--- config.mk ---
export PLATFORM = sky130hd
export DESIGN_NAME = jmp
export DESIGN_NICKNAME = d
export VERILOG_FILES = /design/src/rtl/mix_pkg.sv /design/src/rtl/jmp_cond.sv /design/src/rtl/jmp.sv
export SDC_FILE = /design/constraint.sdc
export NUM_CORES = 1
export LEC_CHECK = 0
export BUFFER_PORTS_ARGS = -buffer_cell sky130_fd_sc_hd__buf_2
export CORE_MARGIN = 2
export CORE_UTILIZATION = 51
export CTS_CLUSTER_SIZE = 30
export DETAILED_ROUTE_END_ITERATION = 8
export HOLD_SLACK_MARGIN = 0.05
export PLACE_DENSITY = 0.78
export SLEW_MARGIN = 20
export SYNTH_ARGS = -nofsm -noshare
export SYNTH_HDL_FRONTEND = slang
export SYNTH_SLANG_ARGS = --single-unit
--- constraint.sdc ---
create_clock -name clk -period 2.5 [get_ports clk]
set_clock_uncertainty 0.15 [all_clocks]
set_input_delay 0.125 -clock clk [delete_from_list [all_inputs] [get_ports clk]]
set_output_delay 0.125 -clock clk [all_outputs]
set_load 0.05 [all_outputs]
--- src/rtl/mix_pkg.sv ---
// Shared MIX definitions: F-field codes for command 39, comparison indicator
// encodings and the default address width.
package mix_pkg;

  localparam int ADDR_W_DEF = 12;

  localparam logic [5:0] F_JMP  = 6'd0;
  localparam logic [5:0] F_JSJ  = 6'd1;
  localparam logic [5:0] F_JOV  = 6'd2;
  localparam logic [5:0] F_JNOV = 6'd3;
  localparam logic [5:0] F_JL   = 6'd4;
  localparam logic [5:0] F_JE   = 6'd5;
  localparam logic [5:0] F_JG   = 6'd6;
  localparam logic [5:0] F_JGE  = 6'd7;
  localparam logic [5:0] F_JNE  = 6'd8;
  localparam logic [5:0] F_JLE  = 6'd9;

  localparam logic [1:0] CI_EQUAL   = 2'b00;
  localparam logic [1:0] CI_LESS    = 2'b01;
  localparam logic [1:0] CI_GREATER = 2'b10;

  typedef enum logic {S_IDLE, S_EXEC} jmp_state_t;

endpackage

--- src/rtl/jmp_cond.sv ---
// Combinational condition decode for the jump unit: F field against CI and
// the overflow toggle.
module jmp_cond
  import mix_pkg::*;
(
  input  logic [5:0] field,
  input  logic [1:0] ci,
  input  logic       overflow,
  output logic       take,
  output logic       illegal,
  output logic       ovf_clr
);

  always_comb begin
    take    = 1'b0;
    illegal = 1'b0;
    ovf_clr = 1'b0;
    case (field)
      F_JMP, F_JSJ: take = 1'b1;
      // JOV/JNOV consume the toggle whether or not the jump is taken
      F_JOV: begin
        take    = overflow;
        ovf_clr = overflow;
      end
      F_JNOV: begin
        take    = ~overflow;
        ovf_clr = overflow;
      end
      F_JL:   take = (ci == CI_LESS);
      F_JE:   take = (ci == CI_EQUAL);
      F_JG:   take = (ci == CI_GREATER);
      F_JGE:  take = (ci != CI_LESS);
      F_JNE:  take = (ci != CI_EQUAL);
      F_JLE:  take = (ci != CI_GREATER);
      default: illegal = 1'b1;
    endcase
  end

endmodule

--- src/rtl/jmp.sv ---
// Conditional-jump unit for MIX command 39. Owns the comparison indicator and
// rJ; two-state sequencer returns jump/target one cycle after start.
module jmp
  import mix_pkg::*;
#(
  parameter int ADDR_W = ADDR_W_DEF
) (
  input  logic              clk,
  input  logic              reset_n,
  input  logic              start,
  input  logic [5:0]        field,
  input  logic [ADDR_W-1:0] address,
  input  logic [ADDR_W-1:0] pc,
  input  logic              ci_load,
  input  logic              greater,
  input  logic              less,
  input  logic              overflow,
  output logic              stop,
  output logic              jump,
  output logic [ADDR_W-1:0] target,
  output logic              ovf_clear,
  output logic              illegal,
  output logic [1:0]        ci,
  output logic [ADDR_W-1:0] rj
);

  jmp_state_t        state;
  logic [5:0]        f_q;
  logic [ADDR_W-1:0] m_q;
  logic [ADDR_W-1:0] pc_q;
  logic              take;
  logic              ill;
  logic              ovf_clr;

  jmp_cond u_cond (
    .field    (f_q),
    .ci       (ci),
    .overflow (overflow),
    .take     (take),
    .illegal  (ill),
    .ovf_clr  (ovf_clr)
  );

  // CI runs independently of the FSM; the 11 pair is rejected
  always_ff @(posedge clk or negedge reset_n) begin
    if (!reset_n) begin
      ci <= CI_EQUAL;
    end else if (ci_load) begin
      case ({greater, less})
        2'b10:   ci <= CI_GREATER;
        2'b01:   ci <= CI_LESS;
        2'b00:   ci <= CI_EQUAL;
        default: ci <= ci;
      endcase
    end
  end

  always_ff @(posedge clk or negedge reset_n) begin
    if (!reset_n) begin
      state     <= S_IDLE;
      f_q       <= '0;
      m_q       <= '0;
      pc_q      <= '0;
      stop      <= 1'b0;
      jump      <= 1'b0;
      ovf_clear <= 1'b0;
      illegal   <= 1'b0;
      target    <= '0;
      rj        <= '0;
    end else begin
      stop      <= 1'b0;
      jump      <= 1'b0;
      ovf_clear <= 1'b0;
      illegal   <= 1'b0;
      case (state)
        S_IDLE: begin
          if (start) begin
            f_q   <= field;
            m_q   <= address;
            pc_q  <= pc;
            state <= S_EXEC;
          end
        end
        S_EXEC: begin
          stop      <= 1'b1;
          jump      <= take;
          ovf_clear <= ovf_clr;
          illegal   <= ill;
          target    <= m_q;
          if (take && f_q != F_JSJ) rj <= pc_q;
          state     <= S_IDLE;
        end
        default: state <= S_IDLE;
      endcase
    end
  end

endmodule

==> results of run 1 <==
[placed cells by master, fill, tap and decap left out, types with 2 or more instances in the layout]
cell type,synthesis,layout
buf_2,0,66
dfrtp_1,61,61
mux2_2,44,44
dlygate4sd3_1,0,37
clkbuf_8,0,11
mux2_4,10,10
nor2_1,6,6
buf_4,1,5
nand2b_1,4,4
nor2b_1,4,3
inv_1,2,2
clkinv_2,0,2
[registers in the layout (all words and copies together), names as in the netlist]
signal and count:
ci 2, f_q 6, illegal 1, jump 1
m_q 12, ovf_clear 1, pc_q 12, rj 12
state 1, stop 1, target 12
[per-stage QoR]
stage | instance area [sq um] | total power [mW]
final | 3410 | 3.20
after global routing | 3410 | 3.36
after CTS | 3410 | 3.23
after detailed placement | 2850 | 2.30
after global placement | 2850 | 2.28
after floorplan | 2460 | 2.06
[logic make-up (layout without fill, tap and decap cells)]
logic type	after synthesis	in the layout	share of synthesized area [%]
multiplexers	54	54	26.2
flip-flops	61	61	62.0
buffers and inverters	9	125	2.49
AND/OR/NAND/NOR	23	23	5.69
AO/OA/AOI/OAI	10	10	3.56
[cell usage after synthesis (2+ instances only)]
master,instances,area [sq um]
nor2_1,6,22.5
nor2b_1,4,25.0
mux2_4,10,150
inv_1,2,7.51
nand2b_1,4,25.0
mux2_2,44,495
clkbuf_1,4,15.0
dfrtp_1,61,1530
[worst min-delay path, cell delays in order]
cell	delay (ns)
buf_2	0.10
nor2b_2	0.14
buf_4	0.21
[power by group through the flow]
| stage | clock, mW | sequential (mW) | combinational (mW) |
|---|---|---|---|
| finish | 0.870 | 1.31 | 1.02 |
| global placement | 0 | 1.32 | 0.960 |
| global route | 0.937 | 1.34 | 1.07 |
| detailed placement | 0 | 1.33 | 0.976 |
| CTS | 0.891 | 1.31 | 1.02 |
| floorplan | 0 | 1.77 | 0.290 |
[final cells by class]
type | count | area, sq um
flip-flops and latches | 61 | 1530
fillers | 304 | 1280
multi-input cells | 87 | 876
repair buffers | 108 | 738
clock buffers | 11 | 151
well taps | 54 | 67.6
clock inverters | 4 | 47.5
inverters | 2 | 7.51
[worst paths after layout]
| kind | slack (ns) | to | start | cells past startpoint |
|---|---|---|---|---|
| setup / recovery | 0.37 | rj[0] | f_q[1] | 6 |
| hold / removal | 0.16 | state | start | 3 |
| setup reg to reg | 0.37 | rj[0] | f_q[1] | 6 |
| hold reg to reg | 0.35 | m_q[8] | m_q[8] | 1 |
| max in group asynchronous | 1.38 | ci[0] | reset_n | 3 |
| min in group asynchronous | 0.33 | pc_q[1] | reset_n | 3 |
[metal layers]
layer  vias up  share of wire [%]  track usage [%]
met5         -                  0                0
met4         0                2.3             9.90
met3        13                5.9             6.86
met2        62                 48             33.7
met1       809                 44             25.3
li1        776                  -                -
[repair_timing]
item | 4_1_cts | 5_1_grt
setup endpoints to repair | 0 | 0
hold buffers | 37 | 0
endpoints found under the hold margin | 94 | 0
==> results.json, run 1 <==
{
  "timing.final.crit_share_pct": 85.2,
  "status": "finished clean",
  "place_ws_ns": 0.375,
  "portBuffers": 66,
  "drive_above_1_share_pct": 53.5,
  "n_antenna_cell": 0,
  "ys_types": 30,
  "fin_ws_ns": 0.371,
  "core_area_sq_um": 4690,
  "cts.reportedPaths.clkPinSlew_ns": 0.07,
  "synth_fp_nets": 194,
  "first_iter_violations": 32,
  "cp_num_buf_inv": 1,
  "crit_fanout": 12,
  "ant_nets": 0,
  "io_pins": 67,
  "grt_pass1_vias": 1794,
  "area_growth_pct": 38.7,
  "clockBufferDepth": 2,
  "arrival_ns": 2.20,
  "power.leakage_nw": 1.65,
  "initial_core_util_pct": 52.5,
  "path_cells": "nand2b_1, o22ai_1, and3_1, a221oi_4, buf_4, mux2_2",
  "pwr-share-seq_pct": 41.0,
  "fin_util_pct": 72.8,
  "antenna_found_initial": 0,
  "switchingPower_mw": 1.14,
  "max_slew_margin_pct": 49.7,
  "powerDensity_nw_per_um2": 938,
  "path_delay_family": "flip-flops",
  "async_reset_ff_share_pct": 100,
  "tightestPinTransition_ns": 0.754,
  "fin_hold_ws_ns": 0.163,
  "cts_resized": 0,
  "grt_max_degree": 62,
  "cts_sinks": 61,
  "yosys_warnings": 0,
  "tns_ns": 0,
  "syn_inst": 157,
  "p_int_mw": 2.06,
  "max_freq_ghz": 0.470,
  "grt_setup_unrepaired": "no",
  "hold_class": "primary input to flop",
  "row_count": 25,
  "synth_seq_cells": 61,
  "swShare_pct": 35.6,
  "synth-seq-area-share_pct": 62.0,
  "track_usage_pct": 20.9,
  "required_ns": 2.57,
  "comb_power_share_pct": 31.9,
  "post_cts_buffers": 0,
  "period_needed_ns": 2.13,
  "vias_per_cell": 5.08,
  "synth.avg_cell_area_sq_um": 15.7,
  "tritoncts": "done",
  "vias": 1660,
  "path_class": "flop to flop",
  "synthesis.area_sq_um": 2460,
  "cp-end-kind": "flop",
  "drv_slew": 0,
  "synth_edf_count": 0,
  "grt_pass1_wl_um": 8260,
  "clockPowerShare_pct": 27.2,
  "critical-path-slowest-cell": "dfrtp_1",
  "dpl.cell_count": 275,
  "cts_root_buf": "clkbuf_8",
  "finalSetupViolations": 0,
  "fin_nets": 306,
  "post_drt_wl_per_cell_um": 15.6,
  "die-area_sq_um": 5400,
  "cts_buffers": 9,
  "die_w_um": 73.5,
  "wirelength_um": 5090,
  "clk_latency_ns": 0.33,
  "start_kind": "flop",
  "ir_worst_vdd_uv": 584,
  "ys.flop_type": "dfrtp_1",
  "drv_cap": 0,
  "drtPass1Iterations": 4,
  "critPathMaxStageDelay_ns": 0.47,
  "overflow": 0,
  "cts_max_level": 3,
  "finalHoldViolCount": 0,
  "die_y_um": 73.5,
  "post-dp-hpwl_um": 2990,
  "place.gp.congestion": 0.702,
  "stdcell_count": 327,
  "drc": 0
}
No activity file was read; power rests on OpenSTA's default activity.
==> inputs of run 2 (changes only) <==
--- a/config.mk
+++ b/config.mk
@@ -6,7 +6,7 @@
 export NUM_CORES = 1
 export LEC_CHECK = 0
 export BUFFER_PORTS_ARGS = -buffer_cell sky130_fd_sc_hd__buf_2
-export CORE_MARGIN = 2
+export CORE_MARGIN = 3
 export CORE_UTILIZATION = 51
 export CTS_CLUSTER_SIZE = 30
 export DETAILED_ROUTE_END_ITERATION = 8
==> run 2 against run 1 <==
Effect of this change: global-route usage shrank 1.9 points; critical endpoint is now rj[1]; register-to-register slack better by 0.05 ns; sequential cell count stayed put; critical path type unchanged; sequential power is essentially flat; first-iteration DRC count is 63% higher; critical path depth unchanged; largest power group unchanged.
==> results.json, run 2 (synthesis results as in run 1) <==
{
  "switchingPower_mw": 1.11,
  "period_needed_ns": 2.08,
  "wirelength_um": 5040,
  "grt_setup_unrepaired": "no",
  "swShare_pct": 35.8,
  "post-dp-hpwl_um": 3030,
  "track_usage_pct": 19.0,
  "p_total_mw": 3.11,
  "cts_max_level": 3,
  "core_area_sq_um": 4500,
  "die_y_um": 75.5,
  "antenna_found_initial": 0,
  "hold_class": "primary input to async pin",
  "start_kind": "flop",
  "crit_end": "rj[1]",
  "ir_worst_vdd_uv": 514,
  "tns_ns": 0,
  "clk_latency_ns": 0.32,
  "vias_per_cell": 5.13,
  "n_antenna_cell": 0,
  "die_w_um": 75.5,
  "fin_nets": 306,
  "io_pins": 67,
  "arrival_ns": 2.13,
  "overflow": 0,
  "max_freq_ghz": 0.482,
  "status": "finished clean",
  "cts_sinks": 61,
  "power.leakage_nw": 1.64,
  "required_ns": 2.56,
  "finalSetupViolations": 0,
  "row_count": 24,
  "ant_nets": 0,
  "reg2reg_depth": 6,
  "portBuffers": 66,
  "critPathLaunch": "f_q[1]",
  "cts_root_buf": "clkbuf_8",
  "r2r-start": "f_q[1]",
  "clockBufferDepth": 2,
  "initial_core_util_pct": 54.6,
  "drive_above_1_share_pct": 52.7,
  "path_class": "flop to flop",
  "drtPass1Iterations": 5,
  "cp-end-kind": "flop",
  "place.gp.congestion": 0.772,
  "powerDensity_nw_per_um2": 914,
  "grt_pass1_vias": 1730,
  "tritoncts": "done",
  "area_growth_pct": 38.3,
  "clockPowerShare_pct": 24.9,
  "final_common_cell": "buf_2",
  "post_drt_wl_per_cell_um": 15.5,
  "p_int_mw": 2.00,
  "r2r_setup_slack_ns": 0.42,
  "tightestPinTransition_ns": 0.314,
  "cts_buffers": 9,
  "grt_max_degree": 62,
  "rr_endpoint": "rj[1]",
  "cts.reportedPaths.clkPinSlew_ns": 0.06,
  "pwr-share-seq_pct": 42.2,
  "drc": 0,
  "first_iter_violations": 52,
  "comb_power_share_pct": 32.9,
  "die-area_sq_um": 5690,
  "finalHoldViolCount": 0,
  "drv_slew": 0,
  "max_slew_margin_pct": 79.1,
  "vias": 1667,
  "timing.final.crit_share_pct": 83.0,
  "grt_pass1_wl_um": 7860,
  "final_cell_mix": "66 x buf_2, 61 x dfrtp_1, 44 x mux2_2",
  "crit_fanout": 12,
  "drv_cap": 0
}
==> run 2: power groups by stage <==
stage / clock [mW] / sequential (mW) / combinational, mW
after floorplan: 0 / 1.77 / 0.290
after global placement: 0 / 1.32 / 0.966
after detailed placement: 0 / 1.33 / 0.981
after CTS: 0.797 / 1.31 / 1.03
after global routing: 0.846 / 1.34 / 1.08
final: 0.776 / 1.31 / 1.02
==> run 2: area by class of cell <==
type,count,area [sq um]
clock inverters,1,5.00
well taps,52,65.1
flip-flops and latches,61,1530
fillers,291,1100
clock buffers,14,173
multi-input cells,87,876
repair buffers,108,751
inverters,2,7.51
==> run 2: routing by layer <==
metal / share of wire [%] / vias up / routed length [um] / track usage, %
met5: 0 / - / 0 / 0
met2: 50 / 60 / 2510 / 32.3
met3: 5.2 / 14 / 260 / 4.75
li1: - / 774 / - / -
met1: 42 / 819 / 2100 / 21.6
met4: 3.3 / 0 / 164 / 11.5
==> run 2: critical path, stage by stage (launching register included) <==
cell and delay (ns):
dfrtp_1 0.48, nand2b_1 0.14, o22ai_1 0.06, and3_1 0.22
a221oi_4 0.27, buf_4 0.28, mux2_2 0.36
==> run 2: timing repair <==
item / 4_1_cts / 5_1_grt
gates resized for setup: 0 / 0
hold endpoints to repair: 94 / 0
setup buffers: 0 / 0
hold buffers: 37 / 0
==> run 2: stage by stage <==
stage               setup slack [ns]  cell area [sq um]  utilization [%]  hold slack [ns]  instances
floorplan                      0.310               2460                -           -0.321        157
global placement               0.484               2860             63.4          0.00617        273
detailed placement             0.436               2860             63.4          0.00418        273
CTS                            0.431               3400             75.6            0.176        325
global route                   0.299               3400             75.6            0.207        325
finish                         0.425               3400             75.6            0.187        325
==> run 2: how the worst min path moves through the flow <==
stage	startpoint	end	slack, ns	cells after the start
CTS	start	state	0.18	3
floorplan	reset_n	ci[0]	-0.32	0
global placement	reset_n	f_q[5]	0.006	2
detailed placement	reset_n	pc_q[1]	0.004	2
global route	reset_n	pc_q[1]	0.21	3
finish	reset_n	pc_q[1]	0.19	3
==> inputs of run 3 (changes only) <==
==> constraint.sdc (replaced) <==
create_clock -name clk -period 2.05 [get_ports clk]
set_clock_uncertainty 0.15 [all_clocks]
set_input_delay 0.1025 -clock clk [delete_from_list [all_inputs] [get_ports clk]]
set_output_delay 0.1025 -clock clk [all_outputs]
set_load 0.05 [all_outputs]
==> run 3 against run 2 <==
Effect of this change: critical path depth did not move; clock power up 64%; register-to-register slack got worse by 0.37 ns; via count down 0.72%; clock-buffer cell count down 2; largest power group unchanged.
==> results.json, run 3 (synthesis results as in run 1) <==
{
  "post-dp-hpwl_um": 3170,
  "fin_util_pct": 77.4,
  "rr_endpoint": "rj[1]",
  "crit_end": "rj[1]",
  "critPathMaxStageDelay_ns": 0.42,
  "crit_fanout": 12,
  "ir_worst_vdd_uv": 671,
  "period_needed_ns": 2.00,
  "required_ns": 2.11,
  "p_int_mw": 2.75,
  "portBuffers": 66,
  "multiInputGateArea_sq_um": 883,
  "powerDensity_nw_per_um2": 1190,
  "arrival_ns": 2.06,
  "ant_nets": 0,
  "timing.final.crit_share_pct": 97.4,
  "track_usage_pct": 20.0,
  "fin_nets": 307,
  "drtPass1Iterations": 4,
  "die_y_um": 75.5,
  "p_total_mw": 4.14,
  "cp.depth": 6,
  "io_pins": 67,
  "comb_power_share_pct": 30.4,
  "route.met2.wl_um": 2720,
  "wirelength_um": 5210,
  "die_w_um": 75.5,
  "max_freq_ghz": 0.501,
  "cp_num_buf_inv": 1,
  "start_kind": "flop",
  "clockPowerShare_pct": 30.7,
  "critical-path-slowest-cell": "dfrtp_2",
  "core_area_sq_um": 4500,
  "top_layer": "met4",
  "grt_pass1_wl_um": 8090,
  "tritoncts": "done",
  "r2r_setup_slack_ns": 0.05,
  "status": "finished clean",
  "finalHoldViolCount": 0,
  "r2r-start": "ci[1]",
  "seq_area_sq_um": 1530,
  "drv_slew": 0,
  "die-area_sq_um": 5690,
  "place.gp.congestion": 0.806,
  "drc": 0,
  "reg2reg_depth": 6,
  "drive_above_1_share_pct": 55.3,
  "swShare_pct": 33.6,
  "n_antenna_cell": 0,
  "vias_per_cell": 5.06,
  "max_slew_margin_pct": 64.0,
  "clk_latency_ns": 0.33,
  "path_class": "flop to flop",
  "power.leakage_nw": 1.67,
  "hold_class": "primary input to async pin",
  "switchingPower_mw": 1.39,
  "cts_max_level": 3,
  "finalSetupViolations": 0,
  "vias": 1655,
  "first_iter_violations": 51,
  "final_common_cell": "buf_2",
  "path_cells": "nor2b_2, nor4b_1, o21a_1, a221oi_4, buf_12, mux2_2",
  "fin_ws_ns": 0.0537,
  "cts_buffers": 9,
  "fin_hold_ws_ns": 0.139,
  "num-fill-cells": 276,
  "antenna_found_initial": 0,
  "clockBufferDepth": 2,
  "final_cell_mix": "66 x buf_2, 57 x dfrtp_1, 44 x mux2_2",
  "grt_max_degree": 25,
  "wl_met3_um": 307,
  "path_delay_family": "compound AO/OA/AOI/OAI gates",
  "pwr-share-seq_pct": 38.8,
  "wl_met1_um": 2070,
  "cts.reportedPaths.clkPinSlew_ns": 0.07,
  "cts_root_buf": "clkbuf_8",
  "drv_cap": 0,
  "place_ws_ns": 0.0382,
  "area_growth_pct": 41.6,
  "row_count": 24,
  "critPathLaunch": "ci[1]",
  "grt_pass1_vias": 1772,
  "post_drt_wl_per_cell_um": 15.9,
  "tns_ns": 0,
  "overflow": 0,
  "initial_core_util_pct": 54.6,
  "cts_sinks": 61,
  "tightestPinTransition_ns": 0.540,
  "cp-end-kind": "flop"
}
-- run 3: power groups by stage --
stage / Sequential, mW / Clock (mW) / Combinational (mW)
2_1_floorplan: 2.16 / 0 / 0.353
3_3_place_gp: 1.61 / 0 / 1.18
6_report: 1.61 / 1.27 / 1.26
3_5_place_dp: 1.62 / 0 / 1.20
5_1_grt: 1.64 / 1.35 / 1.32
4_1_cts: 1.60 / 1.30 / 1.26
-- run 3: what timing repair did --
action	in CTS	in global routing
endpoints found under the hold margin	55	0
gates resized for setup	0	4
setup buffers	0	0
hold buffers	37	0
setup endpoints to repair	0	12
-- run 3: per-stage QoR --
step	area (sq um)	instances
4_1_cts	3480	327
5_1_grt	3490	327
3_3_place_gp	2870	274
6_report	3490	327
3_5_place_dp	2870	274
2_1_floorplan	2460	157
-- run 3: final cells by class --
cell class | instances | area share (%)
timing repair buffer | 109 | 21.8
clock buffer | 12 | 4.16
inverter | 2 | 0.215
multi-input combinational | 87 | 25.3
clock inverter | 4 | 2.73
tap | 52 | 1.87
sequential | 61 | 43.9
-- run 3: routing by layer --
layer / GRT usage, % / vias up
met2: 33.5 / 60
met4: 11.5 / 0
met1: 22.5 / 799
li1: - / 786
met5: 0 / -
met3: 6.46 / 10
-- run 3: worst min path at each step --
stage / to / slack [ns] / start
floorplan: ci[0] / -0.34 / reset_n
detailed placement: pc_q[1] / -0.04 / reset_n
global placement: pc_q[1] / -0.03 / reset_n
global route: state / 0.16 / start
CTS: pc_q[7] / 0.14 / reset_n
finish: pc_q[1] / 0.14 / reset_n
-- run 3: worst reg2reg max path: stages, from the launching register on --
cell	delay [ns]
dfrtp_2	0.42
nor2b_2	0.18
nor4b_1	0.06
o21a_1	0.21
a221oi_4	0.31
buf_12	0.20
mux2_2	0.34
